### src/rtl/mt_fc_pkg.sv
// mt_fc_pkg -- shared definitions for the MT frame counter.
//   fc_state_t : termination-control states (IDLE, RUN, TERM)
//   fc_field() : extracts the low 'width' bits of bus data as the count field
//   FCE_*      : bit positions of the individual frame-count-error causes
package mt_fc_pkg;

    typedef enum logic [1:0] {
        IDLE = 2'd0,
        RUN  = 2'd1,
        TERM = 2'd2
    } fc_state_t;

    // Error causes; mtFCE is the sticky OR of these.
    localparam int unsigned FCE_WR_BUSY   = 0;  // write while operation armed
    localparam int unsigned FCE_UNDERFLOW = 1;  // decrement from zero
    localparam int unsigned FCE_OVERRUN   = 2;  // forward frame during TERM
    localparam int unsigned FCE_REST_BUSY = 3;  // restore while operation armed
    localparam int unsigned FCE_CAUSES    = 4;

    // Count field of a bus word: bits [width-1:0], zero-extended to 32 bits.
    function automatic logic [31:0] fc_field(input logic [63:0] data,
                                             input int unsigned width);
        logic [63:0] mask;
        mask = (64'd1 << width) - 64'd1;
        return 32'(data & mask);
    endfunction

endpackage

### src/rtl/mt_frame_counter.sv
// mt_frame_counter -- MT tape frame counter with termination control.
// Loaded with a two's-complement frame count, counts up on forward frames and
// down on backward frames, terminates an armed operation when an increment
// wraps the count to zero, and keeps a sticky count-error flag.
//
// Ports:
//   clk, rst   clock; asynchronous active-high reset
//   mtDATAI    bus write data, count in [WIDTH-1:0]
//   mtWRFC     write frame count
//   mtSTART    arm operation (pulse)      mtABORT  abort armed operation
//   mtINCFC    forward frame strobe       mtDECFC  backward frame strobe
//   mtCLRFCE   clear frame count error
//   mtRESTFC   restore count from shadow (MT_FC_SHADOW_EN only; tie 0 otherwise)
//   mtFC       current count              mtFCZ    mtFC == 0 (combinational)
//   mtBUSY     operation armed            mtDONE   one-cycle termination pulse
//   mtFCE      sticky frame count error
//
// Build option: define MT_FC_SHADOW_EN to add the shadow/restore register.
module mt_frame_counter
    import mt_fc_pkg::*;
#(
    parameter int unsigned WIDTH      = 16,
    parameter int unsigned DATA_WIDTH = 36
) (
    input  logic                  clk,
    input  logic                  rst,
    input  logic [DATA_WIDTH-1:0] mtDATAI,
    input  logic                  mtWRFC,
    input  logic                  mtSTART,
    input  logic                  mtABORT,
    input  logic                  mtINCFC,
    input  logic                  mtDECFC,
    input  logic                  mtCLRFCE,
    input  logic                  mtRESTFC,
    output logic [WIDTH-1:0]      mtFC,
    output logic                  mtFCZ,
    output logic                  mtBUSY,
    output logic                  mtDONE,
    output logic                  mtFCE
);

    fc_state_t              state, state_nxt;
    logic [WIDTH-1:0]       fc, fc_nxt;
    logic                   fce, fce_nxt;
    logic [WIDTH-1:0]       wr_val;
    logic [WIDTH-1:0]       shadow_val;
    logic                   wr_ok;
    logic                   rest_ok;
    logic                   rest_err;
    logic                   inc_only;
    logic                   dec_only;
    logic                   step_ok;
    logic                   term_hit;
    logic [FCE_CAUSES-1:0]  cause;

    assign wr_val   = WIDTH'(fc_field(64'(mtDATAI), WIDTH));
    // An abort makes the same-cycle write behave as if already idle.
    assign wr_ok    = mtWRFC && ((state == IDLE) || mtABORT);
    assign inc_only = mtINCFC && !mtDECFC;
    assign dec_only = mtDECFC && !mtINCFC;
    // Frame strobes only move the count when no load has priority this cycle.
    assign step_ok  = !wr_ok && !rest_ok;
    assign term_hit = (state == RUN) && !mtABORT && step_ok && inc_only &&
                      (fc == '1);

`ifdef MT_FC_SHADOW_EN
    logic [WIDTH-1:0] shadow;

    always_ff @(posedge clk or posedge rst) begin
        if (rst) begin
            shadow <= '0;
        end else if (wr_ok) begin
            shadow <= wr_val;
        end
    end

    assign shadow_val = shadow;
    assign rest_ok    = mtRESTFC && (state == IDLE);
    assign rest_err   = mtRESTFC && (state != IDLE);
`else
    logic unused_restfc;
    assign unused_restfc = mtRESTFC;
    assign shadow_val    = '0;
    assign rest_ok       = 1'b0;
    assign rest_err      = 1'b0;
`endif

    // State / count / error register.
    always_ff @(posedge clk or posedge rst) begin
        if (rst) begin
            state <= IDLE;
            fc    <= '0;
            fce   <= 1'b0;
        end else begin
            state <= state_nxt;
            fc    <= fc_nxt;
            fce   <= fce_nxt;
        end
    end

    // Next-state, count and error logic.
    always_comb begin
        state_nxt = state;
        fc_nxt    = fc;
        cause     = '0;

        case (state)
            IDLE:    if (mtSTART) state_nxt = RUN;
            RUN:     if (term_hit) state_nxt = TERM;
            TERM:    state_nxt = IDLE;
            default: state_nxt = IDLE;
        endcase
        if (mtABORT) state_nxt = IDLE;

        if (wr_ok) begin
            fc_nxt = wr_val;
        end else if (rest_ok) begin
            fc_nxt = shadow_val;
        end else if (inc_only) begin
            fc_nxt = fc + WIDTH'(1);
        end else if (dec_only) begin
            fc_nxt = fc - WIDTH'(1);
        end

        cause[FCE_WR_BUSY]   = mtWRFC && !wr_ok;
        cause[FCE_UNDERFLOW] = step_ok && dec_only && (fc == '0);
        cause[FCE_OVERRUN]   = step_ok && inc_only && (state == TERM);
        cause[FCE_REST_BUSY] = rest_err;

        // Set wins over a simultaneous clear.
        if (|cause) begin
            fce_nxt = 1'b1;
        end else if (mtCLRFCE) begin
            fce_nxt = 1'b0;
        end else begin
            fce_nxt = fce;
        end
    end

    // Output decode.
    always_comb begin
        mtFC   = fc;
        mtFCZ  = (fc == '0);
        mtBUSY = (state != IDLE);
        mtDONE = (state == TERM);
        mtFCE  = fce;
    end

endmodule

### config.mk
export PLATFORM = sky130hd
export DESIGN_NAME = mt_frame_counter
export DESIGN_NICKNAME = d
export VERILOG_FILES = /design/src/rtl/mt_fc_pkg.sv /design/src/rtl/mt_frame_counter.sv
export SDC_FILE = /design/constraint.sdc
export NUM_CORES = 1
export LEC_CHECK = 0
export CORE_MARGIN = 4
export CORE_UTILIZATION = 45
export CTS_CLUSTER_SIZE = 25
export DETAILED_ROUTE_END_ITERATION = 10
export GPL_TIMING_DRIVEN = 0
export HOLD_SLACK_MARGIN = 0.05
export MAX_ROUTING_LAYER = met4
export PLACE_DENSITY = 0.82
export SYNTH_ARGS = -nofsm -noshare
export SYNTH_HDL_FRONTEND = slang
export SYNTH_SLANG_ARGS = --single-unit
### constraint.sdc
create_clock -name clk -period 2.8 [get_ports clk]
set_input_delay 0.56 -clock clk [delete_from_list [all_inputs] [get_ports clk]]
set_output_delay 0.56 -clock clk [all_outputs]
set_load 0.1 [all_outputs]
# Word-level counts from Yosys, hierarchy flattened
# Index checks and enable logic that the tools add are counted.
op_classes:
  n_addsub: 2
  n_mul: 0
  n_div: 0
  order_cmp: 0
  eq_ne: 5
  n_shift: 0
  muxes: 9
  bitwise: 0
  n_reduce_logical: 24
ops:
  columns: ["op", "n"]
  rows:
  - ["$mux W16", 3]
  - ["$add A16 B1 Y16 const B", 1]
  - ["$eq A16 B16 Y1 const B", 1]
  - ["$logic_not A16 Y1", 1]
  - ["$sub A16 B1 Y16 const B", 1]
  - ["$logic_and A1 B1 Y1", 12]
  - ["$mux W2", 3]
  - ["$ne A3 B3 Y1 const B", 2]
  - ["$logic_not A1 Y1", 4]
  - ["$pmux W2 S2", 1]
  - ["$reduce_bool A2 Y1", 2]
  - ["$reduce_bool A3 Y1", 1]
  - ["$reduce_or A3 Y1", 1]
  - ["$eq A2 B1 Y1 const B", 1]
  - ["$eq A2 B2 Y1 const B", 1]
  - ["$logic_not A2 Y1", 1]
  - ["$mux W1", 2]
  - ["$reduce_and A2 Y1", 1]
  - ["$logic_or A1 B1 Y1", 1]
totals:
  ff_bits: 19
  latchBits: 0
  ram_bits: 0
  mem_bits_ro: 0
  in_bits: 45
  output_inout_bits: 20
  wordCells: 43
  memories: 0

# Longest topological paths before layout
logic_depth:
  ltp_word: 10
  depth_mapped: 9

# Worst setup path before layout
# No wires, ideal clock.
synth_timing:
  kind: "register -> register"
  startpoint: "reg fc[0] (netlist: mtFC[0])"
  endpoint: "reg fc[10] (netlist: mtFC[10])"
  setup_ns: 0.095
  arrival_ns: 2.583
  required_ns: 2.705
  slack_ns: 0.122
  path_stages_with_launch: 9
  n_path_buf: 0
  period_less_slack_ns: 2.678
  path_cell_list: "dfrtp_1 inv_1 fa_1 nand2b_1 a21oi_1 o21a_1 a21oi_1 xor2_1 o31ai_1"
synth_between:
  elab_chain_cells: 4
  word_cells_on_any_way: 5
synth_lines:
  columns: ["item", "line_no", "rtl"]
  rows:
  - ["from (decl)", "mt_frame_counter.sv:43", "logic [WIDTH-1:0] fc, fc_nxt;"]
  - ["from (signal assigned)", "mt_frame_counter.sv:96", "fc <= fc_nxt;"]
  - ["$sub A16 B1 Y16", "mt_frame_counter.sv:122", "fc_nxt = fc - WIDTH'(1);"]
  - ["$mux W16", "mt_frame_counter.sv:121", "end else if (dec_only) begin"]
  - ["$mux W16 (*)", "mt_frame_counter.sv:119", "end else if (inc_only) begin"]
  - ["$mux W16 (*)", "mt_frame_counter.sv:115", "if (wr_ok) begin"]
# Mark *: on every way between the ends. The rest lies on a longest branch, timed or not. The select of a mux whose other input is x is not followed.
# A chain may end at the register's enable or synchronous reset.

# Worst setup path after layout
layout_timing:
  startpoint: "reg fc[3] (netlist: mtFC[3])"
  endpoint: "out mtFCZ"
layout_between:
  elab_chain_cells: 1
layout_lines:
  columns: ["item", "line_no", "rtl"]
  rows:
  - ["$logic_not A16 Y1", "mt_frame_counter.sv:143", "mtFCZ = (fc == '0);"]
  - ["to (decl)", "mt_frame_counter.sv:36", "output logic mtFCZ,"]
# No other way between the ends.

==> Flow_metrics.wiki <==
{| class="wikitable"
! Metric !! Value
|-
| Outcome || finished clean
|-
| Fraction of final layout cells sized beyond drive strength 1 || under 10%
|-
| Worst skew pair latency || ~0.26 ns
|-
| Number of iterations in the first detailed-routing pass || 4
|-
| Placer congestion estimate || between 0.8 and 0.9
|-
| Startpoint Class || flop
|-
| CTS root buffer || clkbuf_8
|-
| Routed vias/inst || ~5.8
|-
| Post-Syn Area per Cell || around 8.3 um^2
|-
| Core Rows || 22
|-
| Leading area contributor after synthesis || dfrtp_1
|-
| Number of warnings printed during yosys synthesis || 0
|-
| Finish-stage setup viols || 0
|-
| Proportion of synthesized chip area in sequential cells || between 20% and 30%
|-
| Clock period minus final worst setup slack || roughly 2.8 ns
|-
| DRC viols || 0
|-
| Number of logic stages on the critical path including buffering || 3
|-
| Antenna-violating nets left || 0
|-
| Overall die width || approximately 70 um
|-
| Reg2reg end || mtFC[14]
|-
| Summed area of non-filler cells in the final layout || about 0.0023 mm^2
|-
| Antenna violations before repair || 0
|-
| Count of cell types in the netlist || 46
|-
| Worst reg2reg path startpoint || mtFC[0]
|-
| Cell types occupying the most area after synthesis || dfrtp_1 (28%), ha_1 (12%), a21oi_1 (7.6%), nor2_1 (3.9%), xnor2_1 (3.6%)
|-
| Total via count in the routed design || roughly 1.8k
|-
| Maximum number of pins on one net before global-route repair || 20
|-
| Worst path buffer plus inverter count || 1
|-
| Global Route Usage Sum || 20.18%
|-
| Std-Cell Core Area || between 0.003 and 0.004 mm^2
|-
| Post-placement cell area || between 0.002 and 0.0025 mm^2
|-
| Most common cell after layout, fill and taps aside || clkdlybuf4s50_1
|-
| Flop-to-flop setup slack || 0.59 ns
|-
| Number of buffers on the longest clock path || 2
|-
| Routed length per instance || approximately 16 um
|-
| Max Clock Freq || around 360 MHz
|-
| Category of the critical setup timing path || flop to output pin
|-
| Leading cell types in the layout, fill and taps excluded || clkdlybuf4s50_1 (40), a21oi_1 (25), dfrtp_1 (19)
|-
| H-tree Lvls || 1
|-
| Total clock sinks || 19
|-
| Top-Level Pins || 65
|-
| Initial detailed-routing violation count || around 180
|-
| Destination of the critical timing path || mtFCZ
|-
| Die height || 69.77 um
|-
| Post-Synthesis Net Count || 269
|-
| Ordered list of cells on the worst path || nor4_1 > and4_1 > clkdlybuf4s15_1
|-
| Largest stage delay on the critical path || 0.84 ns
|-
| HP Class || flop to flop
|-
| Worst setup path start || mtFC[3]
|-
| Number of global-route vias before repair || 1661
|-
| CP Capture Type || output pin
|-
| CP delay by family, top || buffers and inverters
|-
| Portion of synthesized cell area occupied by the leading cell type || between 20 and 30%
|-
| Pwr Total || ~2.4 mW
|-
| Ratio of final minimum period to clock period || between 90 and 100%
|-
| CTS Buf Count || 3
|-
| Largest clock skew in the final design || between 0.001 and 0.0015 ns
|-
| Remaining Overflow, GRT || 0
|-
| Number of enable-type register cells in the synthesized netlist || 0
|-
| Max-capacitance violation count || 0
|-
| Layout overhead on the synthesized area || 35.64%
|-
| Slew headroom || between 30 and 40%
|-
| Overall routed net length || 4849 um
|-
| Total power density per cell area || around 1000 mW/mm^2
|-
| Crit Path Max Fanout || 5
|-
| Crit path arrival time || approximately 2.2 ns
|-
| Setup WS post-layout || ~0.0037 ns
|-
| Top FF cell, synth || dfrtp_1
|-
| Clock-pin slew on the worst setup and hold paths || about 0.070 ns
|-
| DP HPWL || around 3500 um
|-
| Global-route wire length before repair || 7921 um
|-
| Worst-case reg-to-reg path depth || 8
|-
| Tightest Pin Transition || 0.9837 ns
|-
| Total number of nets in the final design || 323
|-
| Static leakage power || 0.9690 nW
|-
| Flip-flop and latch count after synthesis || 19
|-
| Initial cell density of the core || between 40% and 50%
|-
| Count of antenna diodes in the layout || 0
|-
| Pins Over Slew Limit || 0
|-
| Number of input and output port buffers inserted || 43
|-
| Tightest hold margin || 0.5480 ns
|-
| Post-Synthesis Cells || 207
|-
| Area enclosed by the die boundary || approximately 0.0049 mm^2
|-
| CTS tree || yes
|-
| Total count of hold-check failures in the final report || 0
|-
| Highest-delay cell along the critical path || clkdlybuf4s15_1
|-
| Data required time of the worst path || between 2 and 2.5 ns
|-
| Total standard cell area after synthesis || 0.001717 mm^2
|-
| Count of hold buffers inserted by post-cts repair || 0
|-
| Maximum ir drop on the vdd rail || 0.0006384 V
|-
| Share of synthesized registers carrying an async set or reset || between 90% and 100%
|-
| Worst slack at placement || -0.7874 ns
|}
==> state kept, by name (all words and copies together), names as in the netlist <==
register  count
mtFCE         1
mtFC         16
state         2
==> synthesized netlist by cell type, types with 5 or more instances <==
cell       n
ha_1      16
inv_1      6
nand2b_1   5
a21oi_1   26
nor3_1     5
dfrtp_1   19
nand4_1    6
nor2_1    18
and3_1     5
or3_1      5
xnor2_1    7
a21o_1     7
o21ai_0   11
nand2_1   15
==> power by group <==
part / switching [mW] / leakage, nW / internal [mW]
logic: 1.15 / 0.726 / 0.556
registers: 0.135 / 0.220 / 0.354
clock network: 0.0976 / 0.0228 / 0.102
==> worst min-delay path by stage <==
stage                       end  cells past startpoint  slack, ns  startpoint
after floorplan           mtFCE                      1       0.51         rst
after global placement    mtFCE                      2       0.53       mtFCE
after detailed placement  mtFCE                      2       0.53       mtFCE
after CTS                 mtFCE                      2       0.54       mtFCE
after global routing      mtFCE                      2       0.56       mtFCE
final                     mtFCE                      2       0.55       mtFCE
==> cells by family (layout without fill, tap and decap cells) <==
logic type	count (synthesis)	in the layout	share of synthesized area [%]
compound gates	72	72	28.28
flops	19	19	27.70
fa+ha+maj	17	17	12.83
simple gates	74	75	22.08
xor+xnor	11	11	5.612
buf+inv	13	65	2.914
mux	1	1	0.5831
==> per-stage QoR <==
stage                     util (%)  setup TNS [ns]  std cells
final                        63.60               0        308
after global placement       60.29          -7.106        298
after CTS                    62.68               0        307
after floorplan                  -               0        207
after detailed placement     60.29          -8.238        298
after global routing         63.60        -0.07815        308
==> worst reg2reg max path, stage by stage, from the launching register on <==
cell	delay [ns]
dfrtp_1	0.45
inv_1	0.12
fa_1	0.46
nand2b_1	0.21
a21oi_2	0.19
o211ai_1	0.18
a21oi_1	0.23
xnor2_1	0.14
a21oi_1	0.08
==> what timing repair did <==
action	CTS	global route
gates cloned	0	1
endpoints found under the setup margin	14	8
setup buffers	5	0
gates resized for setup	4	6
==> layer usage <==
metal | vias up | part of all wire, % | wire length, um | GRT usage [%]
li1 | 882 | - | - | -
met1 | 830 | 43 | 2081 | 26.89
met2 | 69 | 50 | 2422 | 32.84
met3 | 5 | 6.5 | 317 | 3.768
met4 | 0 | 0.56 | 27 | 2.553
met5 | - | 0 | 0 | -
==> area by class of cell <==
| type | instances | area, um^2 |
|---|---|---|
| well taps | 48 | 60.06 |
| plain buffers | 6 | 23.77 |
| flip-flops and latches | 19 | 475.5 |
| repair buffers | 48 | 469.2 |
| multi-input cells | 176 | 1229 |
| fillers | 334 | 1333 |
| inverters | 7 | 26.28 |
| clock buffers | 4 | 45.04 |
(Power assumes the default switching activity.)
==> RTL change (same settings) <==
The 3 states of `fc_state_t` get a one-hot encoding in 3 bits.
--- a/src/rtl/mt_fc_pkg.sv
+++ b/src/rtl/mt_fc_pkg.sv
@@ -4,10 +4,10 @@
 //   FCE_*      : bit positions of the individual frame-count-error causes
 package mt_fc_pkg;
 
-    typedef enum logic [1:0] {
-        IDLE = 2'd0,
-        RUN  = 2'd1,
-        TERM = 2'd2
+    typedef enum logic [2:0] {
+        IDLE = 3'b001,
+        RUN  = 3'b010,
+        TERM = 3'b100
     } fc_state_t;
 
     // Error causes; mtFCE is the sticky OR of these.
Function: no difference found for any inputs over 10 cycles, from zero or initial values and one cycle with rst high; not proved beyond that.
==> RTL change against the original RTL <==
Worst hold slack got worse by 0.049 ns. Global-route usage rose by 1.4 points. First-iteration DRC count fell by 23%. Design area rose by 2.3%. Worst setup slack improved by 0.031 ns. Sequential cell count rose by 1. Power fell by 15%. Synthesized area rose by 2.8%. Sequential power fell by 5.5%. Cell count rose by 0.32%. Critical path depth did not move. Register-to-register slack improved by 0.03 ns. Wire length rose by 6.9%. Critical path type unchanged. Highest routed layer unchanged.
==> RTL change: results (changes against the original RTL) <==
The met2 routed wirelength is 2500 microns (+3.2%). The worst-case reg-to-reg path depth is 7 (-1). In the post-synthesis netlist, the biggest area contributors are dfrtp_1 (27%), ha_1 (11%), a21oi_1 (6.0%), nand2_1 (3.6%), nor2_1 (3.6%). The relative slew slack came out at 34.7% (+0.48 points).

The worst-case vdd ir drop is 0.541 mV (-15%). The via density per instance is 6.03 (+3.9%). The instance area after placement is 0.00226 sq mm (+2.4%). The HPWL after detailed placement is 3800 microns (+8.7%). The final core utilization is 64.1% (+0.47 points). The distinct cell type count after synthesis came out at 50 (+8.7%).

The clock-cell share of area is 2.31% (+0.38 points). The final weighted congestion in routability-driven placement came out at 0.900 (+1.8%). The met3 routed wirelength came out at 405 microns (+28%).

The power density of the placed cells came to 857 mW/mm^2 (-17%). The non-clock buffer count in the final layout came to 49 (-9.3%). The met1 track utilization from global routing is 27.8% (+0.93 points). The total instance count after detailed placement was 302 (+1.3%). The arrival time of data at the critical path endpoint is 2.21 ns (-0.03 ns).

The proportion of synthesized chip area in sequential cells is 28.4% (+0.74 points). Counting instances in the post-synthesis netlist gives the leading cell types as a21oi_1 (21), dfrtp_1 (19), nand2_1 (17), nor2_1 (17), ha_1 (16). The slack of the worst reg-to-reg path is 0.62 ns (+0.03 ns). The minimum clock period after layout is 2.77 ns (-0.0309 ns). The flow ran to the end, and the final reports show no timing, DRC or antenna violations. In this run the worst setup path begins at mtFC[5]. The layout buffering overhead excluding clock cells is 19.5% (-1.6 points). The post-placement setup slack is -0.747 ns (+0.0400 ns). The count of fill cells added during filler insertion is 331 (-0.90%). The total global routing track utilization came to 21.6% (+1.4 points).

The average cell area after synthesis is 8.36 sq um (+0.82%). The total number of multi-input combinational cells is 181 (+2.8%). The final-stage net count is 324 (+0.31%).

The largest net degree at the start of global routing is 21 (+5.0%). The static leakage is 0.00102 uW (+5.2%). The via count of the first global-routing pass is 1830 (+10%). The setup skew after layout came out at 0.00634 ns (+0.00507 ns). The post-route met1 wirelength is 2220 microns (+6.9%).

The first-iteration detailed-routing DRC count came out at 135 (-23%). The area occupied by registers is 502 sq um (+5.5%). The fraction of final layout cells sized beyond drive strength 1 is 9.96% (+0.73 points). The multi-input gate share of total cell area is 53.4% (+0.67 points). In this run the critical register-to-register path is launched from mtFC[1].

The first-pass GRT wire length came out at 8580 microns (+8.3%). The delay of the slowest cell on the worst path came to 0.86 ns (+0.02 ns). The slowest stage of the critical path is the dlygate4sd2_1 cell.
RTL change: cells by family after synthesis:
family,Yosys count,synth area share (%)
multiplexers,2,1.13
XOR/XNOR,10,4.96
AO/OA/AOI/OAI,70,26.4
buffers and inverters,12,2.91
adder cells (fa/ha/maj),17,12.5
flip-flops,20,28.4
AND/OR/NAND/NOR,80,23.7
RTL change: worst min path at each step:
| stage | from | endpoint | slack, ns | depth (start not counted) |
|---|---|---|---|---|
| 2_1_floorplan | state[2] | state[1] | 0.44 | 1 |
| 3_3_place_gp | state[2] | state[1] | 0.47 | 1 |
| 3_5_place_dp | state[2] | state[1] | 0.48 | 1 |
| 4_1_cts | state[2] | state[1] | 0.50 | 1 |
| 5_1_grt | state[2] | state[1] | 0.52 | 1 |
| 6_report | state[2] | state[1] | 0.50 | 1 |
RTL change: power by group:
group	switching (uW)	internal, uW	leakage, uW
clock	106	125	0.0000288
combinational	892	456	0.000755
sequential	109	353	0.000235
total	1110	933	0.00102
